`src/rtl/dac_switch_pkg.sv`:
```
// Shared constants for the two-channel DAC switch: setting addresses, gain limits,
// channel state encoding and the scale/round/saturate helper.
package dac_switch_pkg;

    localparam logic [6:0] FR_MRFM_DAC_K0 = 7'd40;
    localparam logic [6:0] FR_MRFM_DAC_K1 = 7'd41;
    localparam logic [4:0] GAIN_FULL      = 5'd16;

    typedef enum logic [1:0] {
        ST_MUTED,
        ST_RAMP_UP,
        ST_ON,
        ST_RAMP_DOWN
    } chan_state_t;

    // in*g, drop 4 fractional bits, round by +2, keep bits [15:2] with clamp
    function automatic logic signed [13:0] scale_sat(input logic signed [15:0] x,
                                                     input logic [4:0] g);
        logic signed [20:0] p;
        logic signed [16:0] s;
        logic signed [17:0] r;
        p = x * $signed({1'b0, g});
        s = p[20:4];
        r = {s[16], s} + 18'sd2;
        if (r > 18'sd32767)
            return 14'sh1FFF;
        else if (r < -18'sd32768)
            return 14'sh2000;
        else
            return r[15:2];
    endfunction

endpackage

```
`src/rtl/dac_switch_if.sv`:
```
// Setting bus, composite sample input and the two DAC sample outputs.
interface dac_switch_if;
    logic [6:0]         serial_addr;
    logic [31:0]        serial_data;
    logic               serial_strobe;
    logic signed [15:0] in;
    logic               in_strobe;
    logic signed [13:0] out0;
    logic signed [13:0] out1;
    logic               out_strobe;

    modport master (
        output serial_addr, serial_data, serial_strobe, in, in_strobe,
        input  out0, out1, out_strobe
    );

    modport slave (
        input  serial_addr, serial_data, serial_strobe, in, in_strobe,
        output out0, out1, out_strobe
    );
endinterface

```
`src/rtl/dac_fade_chan.sv`:
```
// One DAC channel: gain FSM plus registered scale/round/saturate output.
// MRFM_DAC_FADE_EN selects the 1-step-per-strobe fade; otherwise gain snaps to 0/16.
module dac_fade_chan
    import dac_switch_pkg::*;
(
    input  logic               clock,
    input  logic               reset,
    input  logic               enable,
    input  logic               in_strobe,
    input  logic signed [15:0] sample,
    output logic signed [13:0] out
);
    chan_state_t        state_reg, state_next;
    logic [4:0]         gain_reg, gain_next;
    logic signed [13:0] out_reg;

    // Sample is scaled with the gain held before this strobe's update.
    always_ff @(posedge clock) begin
        if (reset) begin
            state_reg <= ST_MUTED;
            gain_reg  <= 5'd0;
            out_reg   <= 14'sd0;
        end else begin
            state_reg <= state_next;
            gain_reg  <= gain_next;
            if (in_strobe)
                out_reg <= scale_sat(sample, gain_reg);
        end
    end

    always_comb begin
        state_next = state_reg;
        gain_next  = gain_reg;
        if (in_strobe) begin
`ifdef MRFM_DAC_FADE_EN
            unique case (state_reg)
                ST_MUTED: begin
                    if (enable) begin
                        state_next = ST_RAMP_UP;
                        gain_next  = 5'd1;
                    end
                end
                // A reversed enable mid-ramp turns around from the current gain.
                ST_RAMP_UP, ST_RAMP_DOWN: begin
                    if (enable) begin
                        gain_next  = gain_reg + 5'd1;
                        state_next = (gain_reg == GAIN_FULL - 5'd1) ? ST_ON : ST_RAMP_UP;
                    end else begin
                        gain_next  = gain_reg - 5'd1;
                        state_next = (gain_reg == 5'd1) ? ST_MUTED : ST_RAMP_DOWN;
                    end
                end
                ST_ON: begin
                    if (!enable) begin
                        state_next = ST_RAMP_DOWN;
                        gain_next  = GAIN_FULL - 5'd1;
                    end
                end
                default: begin
                    state_next = ST_MUTED;
                    gain_next  = 5'd0;
                end
            endcase
`else
            state_next = enable ? ST_ON : ST_MUTED;
            gain_next  = enable ? GAIN_FULL : 5'd0;
`endif
        end
    end

    assign out = out_reg;
endmodule

```
`src/rtl/setting_reg.sv`:
```
// Addressed setting register: captures the bus data when the strobe hits its address.
module setting_reg #(
    parameter logic [6:0]       ADDR     = 7'd0,
    parameter int               WIDTH    = 32,
    parameter logic [WIDTH-1:0] AT_RESET = '0
) (
    input  logic             clock,
    input  logic             reset,
    input  logic             strobe,
    input  logic [6:0]       addr,
    input  logic [31:0]      data,
    output logic [WIDTH-1:0] out
);
    logic [WIDTH-1:0] out_reg;

    always_ff @(posedge clock) begin
        if (reset)
            out_reg <= AT_RESET;
        else if (strobe && addr == ADDR)
            out_reg <= data[WIDTH-1:0];
    end

    assign out = out_reg;
endmodule

```
`src/rtl/dac_switch.sv`:
```
// Two-channel DAC switch: per-channel enable settings gate the composite sample.
// Fade ramps are built when MRFM_DAC_FADE_EN is defined.
module dac_switch
    import dac_switch_pkg::*;
(
    input  logic         clock,
    input  logic         reset,
    dac_switch_if.slave  bus
);
    logic [31:0]        k_set   [2];
    logic signed [13:0] chan_out[2];
    logic               out_strobe_reg;

    generate
        for (genvar gi = 0; gi < 2; gi++) begin : g_chan
            setting_reg #(
                .ADDR    ((gi == 0) ? FR_MRFM_DAC_K0 : FR_MRFM_DAC_K1),
                .WIDTH   (32),
                .AT_RESET(32'd0)
            ) u_k (
                .clock (clock),
                .reset (reset),
                .strobe(bus.serial_strobe),
                .addr  (bus.serial_addr),
                .data  (bus.serial_data),
                .out   (k_set[gi])
            );

            dac_fade_chan u_chan (
                .clock    (clock),
                .reset    (reset),
                .enable   (k_set[gi] != 32'd0),
                .in_strobe(bus.in_strobe),
                .sample   (bus.in),
                .out      (chan_out[gi])
            );
        end
    endgenerate

    always_ff @(posedge clock) begin
        if (reset)
            out_strobe_reg <= 1'b0;
        else
            out_strobe_reg <= bus.in_strobe;
    end

    assign bus.out0       = chan_out[0];
    assign bus.out1       = chan_out[1];
    assign bus.out_strobe = out_strobe_reg;
endmodule
```
`src/flat_wrapper.sv`:
```
// flat-port wrapper written by rule: the top's interface ports become plain ports
module dac_switch_flat import dac_switch_pkg::*;
  (clock, reset, bus_serial_addr, bus_serial_data, bus_serial_strobe, bus_in, bus_in_strobe, bus_out0, bus_out1, bus_out_strobe);
  dac_switch_if bus_i ();
  input  logic clock;
  input  logic reset;
  input wire logic [$bits(bus_i.serial_addr)-1:0] bus_serial_addr;
  input wire logic [$bits(bus_i.serial_data)-1:0] bus_serial_data;
  input wire logic [$bits(bus_i.serial_strobe)-1:0] bus_serial_strobe;
  input wire logic [$bits(bus_i.in)-1:0] bus_in;
  input wire logic [$bits(bus_i.in_strobe)-1:0] bus_in_strobe;
  output wire logic [$bits(bus_i.out0)-1:0] bus_out0;
  output wire logic [$bits(bus_i.out1)-1:0] bus_out1;
  output wire logic [$bits(bus_i.out_strobe)-1:0] bus_out_strobe;
  assign bus_i.serial_addr = bus_serial_addr;
  assign bus_i.serial_data = bus_serial_data;
  assign bus_i.serial_strobe = bus_serial_strobe;
  assign bus_i.in = bus_in;
  assign bus_i.in_strobe = bus_in_strobe;
  assign bus_out0 = bus_i.out0;
  assign bus_out1 = bus_i.out1;
  assign bus_out_strobe = bus_i.out_strobe;
  dac_switch u_core (.clock(clock), .reset(reset), .bus(bus_i));
endmodule
```
`config.mk`:
```
export PLATFORM = sky130hd
export DESIGN_NAME = dac_switch_flat
export DESIGN_NICKNAME = d
export VERILOG_FILES = /design/src/rtl/dac_switch_pkg.sv /design/src/rtl/dac_switch_if.sv /design/src/rtl/dac_fade_chan.sv /design/src/rtl/setting_reg.sv /design/src/rtl/dac_switch.sv /design/src/flat_wrapper.sv
export SDC_FILE = /design/constraint.sdc
export NUM_CORES = 1
export LEC_CHECK = 0
export ABC_AREA = 1
export CAP_MARGIN = 0
export CORE_ASPECT_RATIO = 2
export CORE_MARGIN = 4
export CORE_UTILIZATION = 40
export DETAILED_ROUTE_END_ITERATION = 8
export HOLD_SLACK_MARGIN = 0.1
export SETUP_SLACK_MARGIN = 0.4
export SYNTH_ARGS = -nofsm -noshare
export SYNTH_HDL_FRONTEND = slang
export SYNTH_SLANG_ARGS = --single-unit
```
`constraint.sdc`:
```
create_clock -name clock -period 4.5 [get_ports clock]
set_clock_uncertainty 0.1 [all_clocks]
set_input_delay 0.45 -clock clock [delete_from_list [all_inputs] [get_ports clock]]
set_output_delay 0.45 -clock clock [all_outputs]
set_load 0.03 [all_outputs]
```
### After elaboration in Yosys (flattened, before gate mapping)

Index checks and enable logic that the tools add are counted.
W data, S select, Z words.

* register bits: 103

* $add $sub $neg: 2
* multipliers: 2
* magnitude comparators: 4
* eq/ne operators: 2
* muxes and demuxes: 6
* reductions and logical operators: 4

Operators by type and width (number)
* $reduce_bool A32 Y1: 2
* $mux W14: 4
* $mul A16 B6 Y21: 2
* $add A17 B3 Y18 const B: 2
* $gt A18 B16 Y1 const B: 2
* $lt A18 B16 Y1 const B: 2
* $eq A7 B6 Y1 const B: 2
* $mux W5: 2
* $logic_and A1 B1 Y1: 2

### Depth between registers and ports, before layout

Gate-level depths: netlist (run 1).

* depth after elaboration: 5
* mapped depth: 15
* mapped depth without buffers: 13

### Cells and area by module

Synthesis (run 1) repeated with hierarchy kept, for this count alone.

* cells, all modules: 940
* area, all modules: 5854.4 sq um

Modules (own cells, without submodules)
* dac_fade_chan: times used 2, cells an instance 202, area each 1266.2 sq um, seq. area each 300.3 sq um
* setting_reg (u_core.g_chan[0].u_k): times used 1, cells an instance 222, area each 1470.2 sq um, seq. area each 640.6 sq um
* setting_reg (u_core.g_chan[1].u_k): times used 1, cells an instance 221, area each 1466.4 sq um, seq. area each 640.6 sq um
* dac_switch: times used 1, cells an instance 93, area each 385.4 sq um, seq. area each 20.0 sq um

### Least setup slack after synthesis (run 1)

OpenSTA, ideal clock, no wires.

* path type: reg2reg
* start point: register u_core.g_chan[0].u_chan.gain_reg[4]
* end point: register u_core.g_chan[0].u_chan.out_reg[11]
* data arrival time: 1.826 ns
* data required time: 4.344 ns
* path slack: 2.519 ns
* cell stages (with the launch flop): 15
* path buffers: 3
* cell sequence: dfxtp_1 > buf_6 > buf_4 > nand2_1 > inv_1 > ha_1 > nand3_2 > nor2_4 > nand2_1 > nor3b_2 > nand2_1 > buf_4 > nand3_1 > nand2_1 > inv_1

* cells in the longest elaborated chain, start to end: 5
* elaborated cells between the ends (all ways): 6

RTL lines
* start, declared: line dac_fade_chan.sv:14 `logic [4:0] gain_reg, gain_next;`
* start signal, assigned: line dac_fade_chan.sv:25 `gain_reg <= gain_next;`
* $mul A16 B6 Y21 (*): line dac_switch_pkg.sv:22 `p = x * $signed({1'b0, g});`
* $add A17 B3 Y18 (*): line dac_switch_pkg.sv:24 `r = {s[16], s} + 18'sd2;`
* $lt A18 B16 Y1: line dac_switch_pkg.sv:27 `else if (r < -18'sd32768)`
* $mux W14: line dac_switch_pkg.sv:27
* $mux W14 (*): line dac_switch_pkg.sv:25 `if (r > 18'sd32767)`
* end signal, assigned: line dac_fade_chan.sv:27 `out_reg <= scale_sat(sample, gain_reg);`
* end, declared: line dac_fade_chan.sv:15 `logic signed [13:0] out_reg;`

Mark *: on every way between the ends. The rest lies on a longest branch, timed or not.
A chain may end at the register's enable or synchronous reset.

### Final worst setup path (run 1)

* start point: input bus_serial_addr[4]
* end point: register u_core.g_chan[1].u_k.out_reg[27]

* cells in the longest elaborated chain, start to end: 2

RTL lines
* start, declared: line flat_wrapper.sv:7 `input wire logic [$bits(bus_i.serial_addr)-1:0] bus_serial_addr;`
* $eq A7 B6 Y1: line setting_reg.sv:19 `else if (strobe && addr == ADDR)`
* $logic_and A1 B1 Y1: line setting_reg.sv:19
* end signal, assigned: line setting_reg.sv:20 `out_reg <= data[WIDTH-1:0];`
* end, declared: line setting_reg.sv:14 `logic [WIDTH-1:0] out_reg;`

Every way passes these cells.

==> impl_metrics.tcl, run 1 <==
set metrics [dict create \
    async_flop_share 0 \
    numCtsBuffers 9 \
    netlist_top_cells_area "dfxtp_1 41%, inv_1 9.7%, o21ai_0 8.0%" \
    area_delta_synth_final_pct 26.1 \
    worstPathMaxFanout 60 \
    fin_area_mm2 0.00591 \
    synth_seq_area_share 0.406 \
    ctsHoldBuffers 0 \
    crit_chain "clkdlybuf4s50_1, nand3b_1, nor4_1, nand3_2, o21ai_0, a21oi_1" \
    wl_met3_um 421 \
    synthMuxAreaShare 0 \
    cp.depth 6 \
    synth_edf_count 0 \
    synth_xor_area_frac 0.0281 \
    drtPass1Iterations 4 \
    cts.htree.levels 3 \
    grt_pass1_vias 4428 \
    status "completed" \
    critical_path_class "input port to flop" \
    rsz0062_at_grt "no" \
    max-cap-violations 0 \
    drc 0 \
    clock_sinks 95 \
    cts_buffer_depth 2 \
    post_cts_buffers 0 \
    wl_um 12500 \
    avgSynthCellArea_um2 6.77 \
    grt_start_max_net_pins 65 \
    vias_per_cell 4.87 \
    path_buf_inv 1 \
    start_util 0.410 \
    fp.dieH_um 161 \
    vias 4413 \
    synth_top_family_by_area "simple AND/OR/NAND/NOR gates" \
    max_slew.worst_pin.slew_ns 0.972 \
    drtIter0Drc 152 \
    synth_compound_area_frac 0.155 \
    fin_util 0.517 \
    fmax_mhz 377 \
    worstPathRequired_ns 4.59 \
    total_power_mw 1.86 \
    overflow 0 \
    die_area_mm2 0.0136 \
    synthFlopType "dfxtp_1" \
    wire_per_inst_um 13.8 \
    ios 88 \
    ir_worst_vdd_v 0.000233 \
    synthSimpleGateAreaFrac 0.269 \
    min_period_over_period 0.590 \
    power.density_mw_per_mm2 315 \
    num_antenna_cells 0 \
    die_x_um 84.5 \
    hpwl_um 9650 \
    place_congestion 0.897 \
    grt_first_pass_wirelength_um 20500 \
    drtAntennaViolNets 0 \
    slowest_stage "nand3_2" \
    rows 55 \
    yosysMostFrequentCell "inv_1" \
    yosys-top-cells-count "121 x inv_1, 95 x dfxtp_1, 93 x nand2_1, 86 x nor2_1, 75 x o21ai_0" \
    grtUsageTotal 0.186 \
    worstHoldPathType "flop to flop" \
    drive_above_1_share 0.0614 \
    fin_ws_ns 1.85 \
    slowest_delay_ns 0.84 \
    antenna_found_initial 0 \
    yosysWarnings 0 \
    synth_top_area_frac 0.406 \
    met2WireLength_um 6890 \
    yosys.area.top_type "dfxtp_1" \
    netlist_area_mm2 0.00468 \
    dr.max_layer_used "met4" \
    maxSlewHeadroom 0.351 \
    port_buffers 86 \
    pre_cts_ws_ns 1.51 \
    min_period_ns 2.65 \
    cp.arrival_ns 2.74 \
    tns_ns 0 \
    cts_tree "yes" \
    r2r.worst_path.cells 11 \
    cp-end-kind "flop" \
    hold_depth 2 \
    cts_root_buf "clkbuf_16" \
    finalSetupViolCount 0 \
    largest_reg_flops 64 \
    placed_area_mm2 0.00561 \
    core_mm2 0.0114 \
    ys_ff_latch 95 \
    finalHoldViolations 0 \
    synth_cell_types 29 \
    final_nets 821 \
    synth_nets 753 \
    critical-path-top-delay-family "simple AND/OR/NAND/NOR gates" \
    cts_repair_resize_count 0 \
    critPathLaunchType "input port" \
    postSynthCellCount 692 \
    clk_pin_slew_worst_paths_ns 0.07 \
    met1_length_um 4740 \
    worstSkewPairLatency_ns 0.34 \
    leakage_nw 2.51 \
    synth_fa_ha_area_frac 0.00534 \
    drv_slew 0 \
]
routing by layer:
metal | track usage | vias up
li1 | - | 2329
met2 | 0.362 | 93
met4 | 0.0973 | 0
met3 | 0.0255 | 26
met1 | 0.185 | 1965
met5 | 0 | -
tightest hold or removal path, stage by stage, from the launching register on:
cell and delay, ns:
dfxtp_1 0.31, inv_1 0.05, a21oi_1 0.05
layout make-up:
| type | count | area [um^2] |
|---|---|---|
| Clock buffer | 9 | 225 |
| Inverter | 130 | 488 |
| Timing Repair Buffer | 90 | 898 |
| Tap cell | 142 | 178 |
| Clock inverter | 7 | 68.8 |
| Fill cell | 1204 | 5520 |
| Sequential cell | 95 | 1900 |
| Multi-Input combinational cell | 434 | 2150 |
cell usage in the layout, fill, tap and decap left out, types with 2 or more instances in the layout:
master	count
a21oi_1	67
buf_4	3
clkbuf_16	9
clkdlybuf4s50_1	85
clkinv_4	3
clkinvlp_4	2
dfxtp_1	95
ha_1	2
inv_1	121
inv_2	9
nand2_1	93
nand2_2	3
nand3_1	33
nand3_2	7
nand3b_1	3
nand4_1	24
nor2_1	86
nor2_2	3
nor2_4	2
nor3_1	8
nor4_1	6
o21ai_0	75
o21ai_1	2
or2_1	2
xnor2_1	5
xor2_1	10
through the flow:
step / std cells / hold WS, ns
detailed placement: 891 / 0.335
CTS: 907 / 0.346
global placement: 891 / 0.332
global route: 907 / 0.361
floorplan: 692 / 0.323
finish: 907 / 0.348
cell families (layout without fill, tap and decap cells):
kind of cell,count (synthesis),after routing
flip-flops,95,95
adder cells (fa/ha/maj),2,2
AND/OR/NAND/NOR,272,272
buffers and inverters,163,236
AO/OA/AOI/OAI,145,145
XOR/XNOR,15,15
worst paths after layout:
check	slack, ns	end	startpoint
hold reg to reg	0.35	u_core.g_chan[1].u_k.out[7]	u_core.g_chan[1].u_k.out[7]
hold / removal	0.35	u_core.g_chan[1].u_k.out[7]	u_core.g_chan[1].u_k.out[7]
setup reg to reg	1.86	u_core.g_chan[0].u_chan.out[0]	u_core.g_chan[0].u_chan.gain_reg[4]
setup / recovery	1.85	u_core.g_chan[1].u_k.out[27]	bus_serial_addr[4]
report_power, final:
| group | total [mW] | switching (mW) | internal (mW) | leakage (nW) |
|---|---|---|---|---|
| registers | 0.875 | 0.0157 | 0.859 | 0.771 |
| logic | 0.240 | 0.133 | 0.107 | 1.60 |
| clock network | 0.747 | 0.360 | 0.387 | 0.136 |
| total | 1.86 | 0.509 | 1.35 | 2.51 |
(Power assumes the default switching activity.)
==> run 2, diff against run 1 <==
Clock period 4.5 ns to 2.6 ns, I/O delays scaled along.
==> run 2 against run 1 <==
Against the previous run: utilization rose by 0.53 points; global-route usage rose by 0.31 points; critical endpoint is now u_core.g_chan[0].u_chan.out[12]; power rose by 72%; count of clock-buffer cells in the layout did not move; largest power group unchanged; first-iteration DRC count fell by 1.3%; highest routed layer unchanged; sequential share of layout area fell by 0.28 points.
==> impl_metrics.tcl, run 2 (synthesis gave the netlist of run 1 again) <==
set metrics [dict create \
    finalHoldViolations 0 \
    grt_pass1_vias 4348 \
    ir_worst_vdd_v 0.000446 \
    cp.depth 13 \
    cp.arrival_ns 2.21 \
    pre_cts_ws_ns 0.208 \
    worstSkewPairLatency_ns 0.34 \
    worstHoldPathType "input port to flop" \
    crit_chain "clkdlybuf4s50_1, nand2_1, inv_1, ha_1, nand3_2, nor2_4, nand2_1, nor3b_2, nand2_1, buf_12, nand3_1, nand2_1, inv_1" \
    drc 0 \
    fmax_mhz 496 \
    vias_per_cell 4.93 \
    rsz0062_at_grt "no" \
    num_antenna_cells 0 \
    grtUsageTotal 0.189 \
    wire_per_inst_um 13.9 \
    max_slew.worst_pin.slew_ns 0.587 \
    largest_reg_flops 64 \
    hold_depth 4 \
    fin_util 0.522 \
    ios 88 \
    antenna_found_initial 0 \
    place_congestion 0.862 \
    power.density_mw_per_mm2 537 \
    min_period_ns 2.02 \
    die_x_um 84.5 \
    maxSlewHeadroom 0.609 \
    grt_first_pass_wirelength_um 20500 \
    drtIter0Drc 150 \
    worstPathRequired_ns 2.80 \
    clk_pin_slew_worst_paths_ns 0.07 \
    multiInputGateArea_mm2 0.00215 \
    core_mm2 0.0114 \
    cts_tree "yes" \
    tns_ns 0 \
    slowest_stage "clkdlybuf4s50_1" \
    vias 4507 \
    leakage_nw 2.55 \
    max-cap-violations 0 \
    drtPass1Iterations 5 \
    path_buf_inv 4 \
    drv_slew 0 \
    drive_above_1_share 0.0750 \
    regArea_mm2 0.00190 \
    final_cell_mix "121 x inv_1, 93 x nand2_1, 93 x dfxtp_1" \
    clock_sinks 95 \
    die_area_mm2 0.0136 \
    placed_area_mm2 0.00568 \
    min_period_over_period 0.776 \
    final_nets 830 \
    numCtsBuffers 9 \
    r2r.worst_path.cells 11 \
    area_delta_synth_final_pct 27.4 \
    fillers 1197 \
    start_util 0.410 \
    final_common_cell "inv_1" \
    critPathLaunchType "input port" \
    post_cts_buffers 0 \
    drtAntennaViolNets 0 \
    total_power_mw 3.21 \
    cp-end-kind "flop" \
    fin_ws_ns 0.582 \
    cts.htree.levels 3 \
    critical_path_class "input port to flop" \
    cts_buffer_depth 2 \
    critical-path-top-delay-family "simple AND/OR/NAND/NOR gates" \
    cts_root_buf "clkbuf_16" \
    port_buffers 86 \
    fp.dieH_um 161 \
    ctsHoldBuffers 0 \
    fin_area_mm2 0.00597 \
    grt_start_max_net_pins 76 \
    worstPathMaxFanout 13 \
    finalSetupViolCount 0 \
    slowest_delay_ns 0.52 \
    hpwl_um 9900 \
    status "completed" \
    rows 55 \
    crit_top_cell "nand2_1" \
    overflow 0 \
    wl_um 12800 \
]
-- run 2: stage by stage --
stage	instances	hold WS [ns]
3_3_place_gp	900	0.334
5_1_grt	915	0.341
4_1_cts	915	0.282
6_report	915	0.292
3_5_place_dp	900	0.337
2_1_floorplan	692	0.323
-- run 2: worst reg2reg max path, cell delays in order (launching register included) --
cell,delay (ns)
dfxtp_2,0.40
buf_4,0.20
nand2_1,0.11
nor2_1,0.16
inv_1,0.10
nor2_1,0.11
nor3b_2,0.26
nand2_1,0.14
buf_12,0.17
nand3_1,0.08
nand2_1,0.05
inv_1,0.05
-- run 2: final timing paths --
path                                                     startpoint                              end  slack (ns)
worst max-delay path                                      bus_in[2]  u_core.g_chan[0].u_chan.out[12]        0.58
worst min-delay path                                  bus_in_strobe  u_core.g_chan[1].u_chan.out[10]        0.29
worst max register to register  u_core.g_chan[0].u_chan.gain_reg[4]  u_core.g_chan[0].u_chan.out[12]        0.62
worst min register to register          u_core.g_chan[1].u_k.out[7]      u_core.g_chan[1].u_k.out[7]        0.35
-- run 2: report_power, final --
part / switching [mW] / total, mW / internal [mW]
Clock: 0.604 / 1.26 / 0.660
Sequential: 0.0185 / 1.51 / 1.49
Combinational: 0.242 / 0.435 / 0.192
Total: 0.865 / 3.21 / 2.34
-- run 2: final cells by class --
type	count	share of cell area
clock buffer	9	0.0378
sequential	95	0.319
tap	142	0.0298
inverter	130	0.0818
timing repair buffer	99	0.162
clock inverter	6	0.00902
multi-input combinational	434	0.361
-- run 2: what timing repair did --
item,4_1_cts,5_1_grt
endpoints found under the hold margin,0,0
gates resized for setup,0,3
setup endpoints to repair,0,20
-- run 2: routing by layer --
layer  part of all wire  GRT usage  vias to the layer above  wire, um
li1                   -          -                     2353         -
met5                  0          0                        -         0
met4              0.038     0.0908                        0       481
met3              0.040     0.0306                       30       508
met2               0.56      0.373                      104      7160
met1               0.36      0.184                     2020      4610
==> run 3, diff against run 2 <==
Clock period 2.6 ns to 2 ns, I/O delays scaled along.
==> run 3 against run 2 <==
Against the previous run: die area stayed put; worst hold slack worse by 0.064 ns; first-iteration DRC count is 8.0% lower; flip-flop and latch count stayed put; setup slack worse by 0.35 ns; combinational power is 57% higher; sequential power is 30% higher.
==> impl_metrics.tcl, run 3 (synthesis gave the netlist of run 1 again) <==
set metrics [dict create \
    rsz0062_at_grt "yes" \
    cts.htree.levels 3 \
    core_mm2 0.0114 \
    drive_above_1_share 0.261 \
    crit_chain "nand2_2, inv_2, ha_4, nand3_4, nor2_4, nand3b_4, inv_6, nand2_8, buf_4, nand4_1, nand2_1, inv_1" \
    met1_usage 0.193 \
    r2r_slack_ns 0.23 \
    power.density_mw_per_mm2 631 \
    grt_start_max_net_pins 76 \
    drv_slew 0 \
    slowest_stage "dfxtp_4" \
    grt-busiest-layer "met2" \
    min_period_ns 1.77 \
    cp-end-kind "flop" \
    min_from "bus_in_strobe" \
    ir_worst_vdd_v 0.000612 \
    drtIter0Drc 138 \
    cp.arrival_ns 1.96 \
    num_antenna_cells 0 \
    grt_use_met2 0.404 \
    vias_per_cell 4.98 \
    grtUsageTotal 0.204 \
    die_area_mm2 0.0136 \
    start_util 0.410 \
    regArea_mm2 0.00191 \
    timing.rr.end "u_core.g_chan[1].u_chan.out[4]" \
    critical_path_class "flop to flop" \
    grt_use_met3 0.0311 \
    r2r.worst_path.cells 12 \
    leakage_nw 3.32 \
    fin_area_mm2 0.00721 \
    fin_ws_ns 0.231 \
    hold_depth 3 \
    dp.cells 957 \
    vias 4963 \
    die_x_um 84.5 \
    finalSetupViolCount 0 \
    hpwl_um 10500 \
    ctsHoldBuffers 0 \
    largest_reg_flops 64 \
    cts_tree "yes" \
    fmax_mhz 565 \
    drtPass1Iterations 5 \
    holdPathEnd "u_core.g_chan[1].u_chan.out[5]" \
    cts_root_buf "clkbuf_16" \
    cts_buffer_depth 2 \
    drc 0 \
    clk_pin_slew_worst_paths_ns 0.07 \
    clock_sinks 95 \
    worstSkewPairLatency_ns 0.34 \
    slowest_delay_ns 0.42 \
    ios 88 \
    area_delta_synth_final_pct 54.1 \
    grt_pass1_vias 4733 \
    r2r_start "u_core.g_chan[1].u_chan.gain_reg[4]" \
    fillers 1102 \
    worstPathRequired_ns 2.19 \
    max-cap-violations 0 \
    worstPathMaxFanout 7 \
    overflow 0 \
    fp.dieH_um 161 \
    grt_first_pass_wirelength_um 22100 \
    drtAntennaViolNets 0 \
    maxSlewHeadroom 0.724 \
    finalHoldViolations 0 \
    antenna_found_initial 0 \
    rows 55 \
    final_nets 910 \
    finalNonFillerCells 996 \
    max_slew.worst_pin.slew_ns 0.414 \
    status "completed" \
    min_period_over_period 0.884 \
    pre_cts_ws_ns -0.172 \
    final_common_cell "inv_1" \
    critPathLaunchType "flop" \
    wire_per_inst_um 15.2 \
    multiInputGateArea_mm2 0.00262 \
    place_congestion 0.909 \
    worstHoldPathType "input port to flop" \
    numCtsBuffers 9 \
    final_cell_mix "112 x inv_1, 93 x dfxtp_1, 75 x buf_4" \
    port_buffers 86 \
    placed_area_mm2 0.00620 \
    wl_um 15100 \
]
run 3: repair_timing:
action | CTS | global route
gates cloned | 0 | 5
resized for setup | 70 | 111
pin swaps | 17 | 42
endpoints found under the setup margin | 88 | 50
buffers inserted | 5 | 13
run 3: per-layer routing:
metal  part of all wire  vias to the layer above
met5                  0                        -
met4              0.038                        0
met3              0.028                       35
met2               0.59                      116
met1               0.34                     2296
li1                   -                     2516
run 3: report_power, final:
part	internal (mW)	switching, mW
Sequential	1.93	0.0271
Combinational	0.304	0.378
Clock	1.14	0.765
run 3: final cells by class:
type | count | area share
Tap cell | 142 | 0.0246
Clock buffer | 11 | 0.0336
Clock inverter | 5 | 0.0120
Inverter | 130 | 0.0690
Timing Repair Buffer | 179 | 0.233
Sequential cell | 95 | 0.265
Multi-Input combinational cell | 434 | 0.363
run 3: worst max path at each step:
stage,start,end,slack [ns],depth (start not counted)
after CTS,u_core.g_chan[0].u_chan.gain_reg[4],u_core.g_chan[0].u_chan.out[3],0.23,14
after global routing,u_core.g_chan[1].u_chan.gain_reg[4],u_core.g_chan[1].u_chan.out[11],0.14,10
after floorplan,u_core.g_chan[0].u_chan.gain_reg[4],u_core.g_chan[0].u_chan.out[11],0.14,14
after global placement,bus_in[7],u_core.g_chan[0].u_chan.out[0],-0.16,11
after detailed placement,bus_in[1],u_core.g_chan[0].u_chan.out[10],-0.17,12
final,u_core.g_chan[1].u_chan.gain_reg[4],u_core.g_chan[1].u_chan.out[4],0.23,12
run 3: critical path, delay by kind of cell, from the launching register on:
| kind | cells | cell delay, ns |
|---|---|---|
| AND/OR/NAND/NOR | 7 | 0.65 |
| buffers and inverters | 4 | 0.38 |
| adder cells (fa/ha/maj) | 1 | 0.16 |
| flip-flops | 1 | 0.42 |
run 3: per-stage QoR:
step / utilization / TNS [ns] / hold slack [ns] / total power, mW
after detailed placement: 0.543 / -3.26 / 0.335 / 2.63
after floorplan: - / 0 / 0.293 / 2.30
after global routing: 0.632 / 0 / 0.254 / 4.73
after CTS: 0.585 / 0 / 0.225 / 4.55
final: 0.632 / 0 / 0.228 / 4.55
after global placement: 0.543 / -2.68 / 0.331 / 2.63
==> edit 1: new RTL, settings of run 2 <==
Make the reset (`reset`) asynchronous in 3 clocked blocks.
--- a/src/rtl/dac_fade_chan.sv
+++ b/src/rtl/dac_fade_chan.sv
@@ -15,7 +15,7 @@
     logic signed [13:0] out_reg;
 
     // Sample is scaled with the gain held before this strobe's update.
-    always_ff @(posedge clock) begin
+    always_ff @(posedge clock or posedge reset) begin
         if (reset) begin
             state_reg <= ST_MUTED;
             gain_reg  <= 5'd0;
--- a/src/rtl/setting_reg.sv
+++ b/src/rtl/setting_reg.sv
@@ -13,7 +13,7 @@
 );
     logic [WIDTH-1:0] out_reg;
 
-    always_ff @(posedge clock) begin
+    always_ff @(posedge clock or posedge reset) begin
         if (reset)
             out_reg <= AT_RESET;
         else if (strobe && addr == ADDR)
--- a/src/rtl/dac_switch.sv
+++ b/src/rtl/dac_switch.sv
@@ -37,7 +37,7 @@
         end
     endgenerate
 
-    always_ff @(posedge clock) begin
+    always_ff @(posedge clock or posedge reset) begin
         if (reset)
             out_strobe_reg <= 1'b0;
         else
Formal check against the unedited RTL: differs if reset is asserted again (counterexample within 4 cycles, from zero or initial values and one cycle with reset high); with reset held inactive, the same outputs for 10 cycles.
==> edit 1 against run 2 <==
- non-clock buffer count is 5 higher
- die area is 4.9% higher
- largest cell class is now sequential cells
- area after synthesis is 5.3% higher
- first-iteration DRC count is 12% lower
- cell area is 5.3% higher
- highest routed layer unchanged
- core utilization is 0.42 points lower
- setup slack better by 64 ps
- wire length is 3.6% lower
- sequential cell count stayed put
- count of clock-buffer cells in the layout stayed put
Power is not compared: it rests on default switching activity, and its combinational part moved more than twofold at a synthesized area within 25%.
==> edit 1: results (changes against run 2) <==
stage,metric,value,unit,change
sta,setup ws final,645.9,ps,+63.94 ps
drt,DR WL met2,6797,µm,-5.1%
drt,DRC marker count from the first detailed-route iteration,132,,-12%
place,final HPWL from detailed placement,9513,µm,-3.9%
drt,total detailed-routing wirelength,12300,µm,-3.6%
place,DP Cell Count,847,,-5.9%
global_route,largest net degree at the start of global routing,65,,-14%
finish,layout cells sized above 1,11.79,%,+4.3 points
setup_path,Worst Path Max Fanout,7,,-6
outcome,status,"finished, final reports clean",,
finish,filler instances,1250,,+4.4%
sta,Worst Max-Slew Pin Slew,641.3,ps,+54.15 ps
synth,adder-cell share of the synthesized area,0.5077,%,-0.027 points
sta,Min Hold Slack,253.5,ps,-38.18 ps
drt,via/cell ratio,4.903,,-0.46%
synth,Synthesized Nets,686,,-8.9%
synth,most instantiated cells after synthesis,"nand2_1, dfrtp_1, inv_1",,
global_route,global-route usage over all layers,17.88,%,-1.1 points
place,worst slack at placement,262.6,ps,+54.54 ps
worst_hold_path,worst hold path type,input port to asynchronous set/reset pin,,
drt,metal3 WL,437,µm,-14%
global_route,met2 usage,33.96,%,-3.4 points
setup_path,critical path's slowest cell,dfrtp_2,,
drt,DRT Pass-1 Iters,4,,-1
synth,XOR/XNOR Fraction of Synth Area,3.021,%,+0.22 points
place,GP Congestion,0.9172,,+6.4%
synth,Post-Synthesis Mean Instance Area,7.886,µm²,+17%
global_route,global-route wire length before repair,19870,µm,-2.9%
synth,"Seq/Total Area, Yosys",48.24,%,+7.6 points
global_route,met3 Resource Use GR,1.947,%,-1.1 points
-- edit 1: cell count changes after synthesis, moves of 12 or more --
cell,delta
a21oi_1,-66
clkbuf_1,-13
dfrtp_1,+95
dfxtp_1,-95
inv_1,-44
nand2_1,+100
nand4_1,-16
nor2_1,-53
o21ai_0,-14
or2_2,+12
-- edit 1: final timing paths --
| path | from | end | cells after the start |
|---|---|---|---|
| min in group clock | bus_serial_data[13] | u_core.g_chan[0].u_k.out[13]$_DFFE_PP0P_ | 3 |
| max | u_core.g_chan[1].u_chan.gain_reg[4]$_DFFE_PP0P_ | u_core.g_chan[1].u_chan.out[5]$_DFFE_PP0P_ | 13 |
| min reg2reg | u_core.g_chan[0].u_chan.out[6]$_DFFE_PP0P_ | u_core.g_chan[0].u_chan.out[6]$_DFFE_PP0P_ | 2 |
| max in group asynchronous | reset | u_core.g_chan[1].u_k.out[15]$_DFFE_PP0P_ | 3 |
| min | reset | u_core.g_chan[1].u_k.out[24]$_DFFE_PP0P_ | 2 |
| max reg2reg | u_core.g_chan[1].u_chan.gain_reg[4]$_DFFE_PP0P_ | u_core.g_chan[1].u_chan.out[5]$_DFFE_PP0P_ | 13 |
-- edit 1: area by class of cell --
cell class / count / area (µm²) / share of cell area [%]
Clock buffer: 9 / 225.2 / 3.586
Clock inverter: 7 / 63.81 / 1.016
Inverter: 82 / 319.1 / 5.080
Multi-Input combinational cell: 424 / 2088 / 33.25
Sequential cell: 95 / 2380 / 37.89
Tap cell: 147 / 183.9 / 2.928
Timing Repair Buffer: 104 / 1021 / 16.26
-- edit 1: repair_timing --
action | in CTS | in global routing
setup buffers | 0 | 5
hold buffers | 0 | 0
resized for setup | 0 | 3
endpoints found under the setup margin | 0 | 26
==> edit 2: new RTL, settings of run 2 <==
Made on the original files. Add a define of `MRFM_DAC_FADE_EN`.
--- a/src/rtl/dac_fade_chan.sv
+++ b/src/rtl/dac_fade_chan.sv
@@ -1,5 +1,7 @@
 // One DAC channel: gain FSM plus registered scale/round/saturate output.
 // MRFM_DAC_FADE_EN selects the 1-step-per-strobe fade; otherwise gain snaps to 0/16.
+`define MRFM_DAC_FADE_EN
+
 module dac_fade_chan
     import dac_switch_pkg::*;
 (
Function: changed (Yosys sat finds a counterexample within 4 cycles, from zero or initial values and one cycle with reset high).
==> edit 2 against run 2 <==
- the run now ends with negative setup slack left
- combinational power rose to 7.9 times the old value
- worst hold slack improved by 53 ps
- power rose by 110%
- wire length rose by 150%
- sequential cell count rose by 12
- critical path depth rose by 9
- cell area rose to 2.7 times the old value
- area after synthesis rose to 2.5 times the old value
- setup slack got worse by 2500 ps
- largest cell class unchanged
==> edit 2: results (changes against run 2) <==
stage,metric,value,unit,change
synth,most instantiated cells after synthesis,"inv_1, nand2_1, a21oi_1",,
power_and_ir_drop,internal power,4.025,mW,+72%
global_route,global-route usage over all layers,19.43,%,+0.48 points
clock_network,Max Root-Sink Buffers,2,,unchanged
global_route,largest net degree at the start of global routing,65,,-14%
worst_hold_path,worst hold path type,flip-flop to flip-flop,,
worst_hold_path,Hold EP,u_core.g_chan[0].u_k.out[22]$_SDFFE_PP0P_,,
power_and_ir_drop,Leak Pwr,8.866,nW,+250%
place,IO buf count,87,,+1.2%
setup_path,"Largest delay share family, worst path",adder cells,,
synth,Unique masters post-synth,43,,+48%
place,GP Congestion,0.8525,,-1.1%
setup_path,Worst Path Max Fanout,6,,-7
setup_path,crit path kind,flip-flop to flip-flop,,
worst_hold_path,min-delay src,u_core.g_chan[0].u_k.out[22]$_SDFFE_PP0P_,,
finish,layout cells sized above 1,27.80,%,+20 points
outcome,failing checks,negative setup slack,,
global_route,initial antenna violation count,1,,+1
global_route,vias in the first global route,11710,,+170%
synth,"Seq/Total Area, Yosys",18.12,%,-22 points
synth,Synth area leaders,"dfxtp_1, fa_1, inv_1",,
drt,DRC marker count from the first detailed-route iteration,401,,+170%
worst_hold_path,Hold Path Stages,2,,-2
setup_path,FF-to-FF Start,u_core.g_chan[1].u_chan.gain_reg[0]$_SDFFE_PP0P_,,
setup_path,CP Data Arrival Time,4720,ps,+2510 ps
outcome,status,"complete, but fails checks",,
clock_network,"Clk Latency, worst-skew pair",360,ps,+20 ps
sta,setup violators final,28,,+28
finish,filler instances,2732,,+130%
setup_path,Worst path max stage delay,560,ps,+40 ps
drt,WL/cell,13.10,µm,-6.1%
clock_network,H-tree Lvls,3,,unchanged
place,final HPWL from detailed placement,25260,µm,+160%
sta,setup ws final,-1922,ps,-2504 ps
setup_path,Register-to-Register Path Depth,22,,+11
setup_path,critical path's slowest cell,fa_1,,
drt,via/cell ratio,4.777,,-3.0%
finish,# nets final,2298,,+180%
synth,Synthesized Nets,2032,,+170%
place,placed cell area,0.01475,mm²,+160%
setup_path,FF-to-FF End,u_core.g_chan[1].u_chan.out[0]$_SDFFE_PP0P_,,
sta,Slew headroom,65.18,%,+4.3 points
global_route,global-route wire length before repair,52420,µm,+160%
power_and_ir_drop,VDD IR max,0.3985,mV,-11%
==> edit 2: worst max path at each step <==
stage | slack [ps] | to | cells after the start
after floorplan | -1690 | u_core.g_chan[1].u_chan.out[7]$_SDFFE_PP0P_ | 30
after global placement | -2370 | u_core.g_chan[0].u_chan.out[4]$_SDFFE_PP0P_ | 30
after detailed placement | -2410 | u_core.g_chan[0].u_chan.out[1]$_SDFFE_PP0P_ | 29
after CTS | -1840 | u_core.g_chan[1].u_chan.out[1]$_SDFFE_PP0P_ | 27
after global routing | -2100 | u_core.g_chan[1].u_chan.out[12]$_SDFFE_PP0P_ | 29
final | -1920 | u_core.g_chan[1].u_chan.out[0]$_SDFFE_PP0P_ | 22
==> edit 2: logic make-up (layout without fill, tap and decap cells) <==
kind of cell               count (synthesis)  count (layout)  synth area share [%]
DFF                                      107             107                 18.12
buffers and inverters                    558             827                 18.22
adders and majority gates                176             176                 24.73
AOI/OAI and AO/OA                        237             237                 10.65
xor gates and xnor gates                  33              33                 2.445
and+or+nand+nor                          686             688                 25.84
==> edit 2: layout make-up <==
class	instances	area, µm²	share of cell area [%]
clock buffer	9	225.2	1.373
sequential	107	2162	13.18
timing repair inverter	1	8.758	0.05339
multi-input combinational	1134	8746	53.31
tap	360	450.4	2.746
inverter	490	1849	11.27
timing repair buffer	320	2875	17.53
clock inverter	7	88.84	0.5415
==> edit 2: metal layers <==
metal | track usage (%) | part of all wire (%) | routed length, µm | vias to the layer above
met5 | 0 | 0.025 | 8 | -
met4 | 7.283 | 3.5 | 1127 | 2
met3 | 1.637 | 2.7 | 850 | 68
met2 | 39.76 | 58 | 18470 | 184
met1 | 19.45 | 36 | 11350 | 5433
li1 | - | - | - | 5912
==> edit 2: stage by stage <==
stage	setup TNS [ps]	hold WS [ps]	worst slack (ps)	utilization [%]	std cells
after floorplan	-45710	316.2	-1695	-	1797
after global placement	-64940	330.4	-2370	50.93	2366
after detailed placement	-66200	334.8	-2411	50.93	2366
after CTS	-50410	348.7	-1841	54.16	2399
after global routing	-57900	362.3	-2103	56.65	2428
final	-51470	345.1	-1922	56.65	2428
==> edit 2: power by group through the flow <==
stage	clock network [mW]	logic [mW]	registers, mW
2_1_floorplan	0	1.77	1.92
3_3_place_gp	0	2.89	1.83
3_5_place_dp	0	2.93	1.83
4_1_cts	1.45	3.18	1.79
5_1_grt	1.52	3.81	1.80
6_report	1.41	3.45	1.79
==> edit 2: timing repair <==
action                                  CTS  global route
resized for setup                       121           134
hold endpoints to repair                  0             0
gates cloned                              2             4
buffers inserted                         15            25
pin swaps                                39            88
endpoints found under the setup margin   37            39
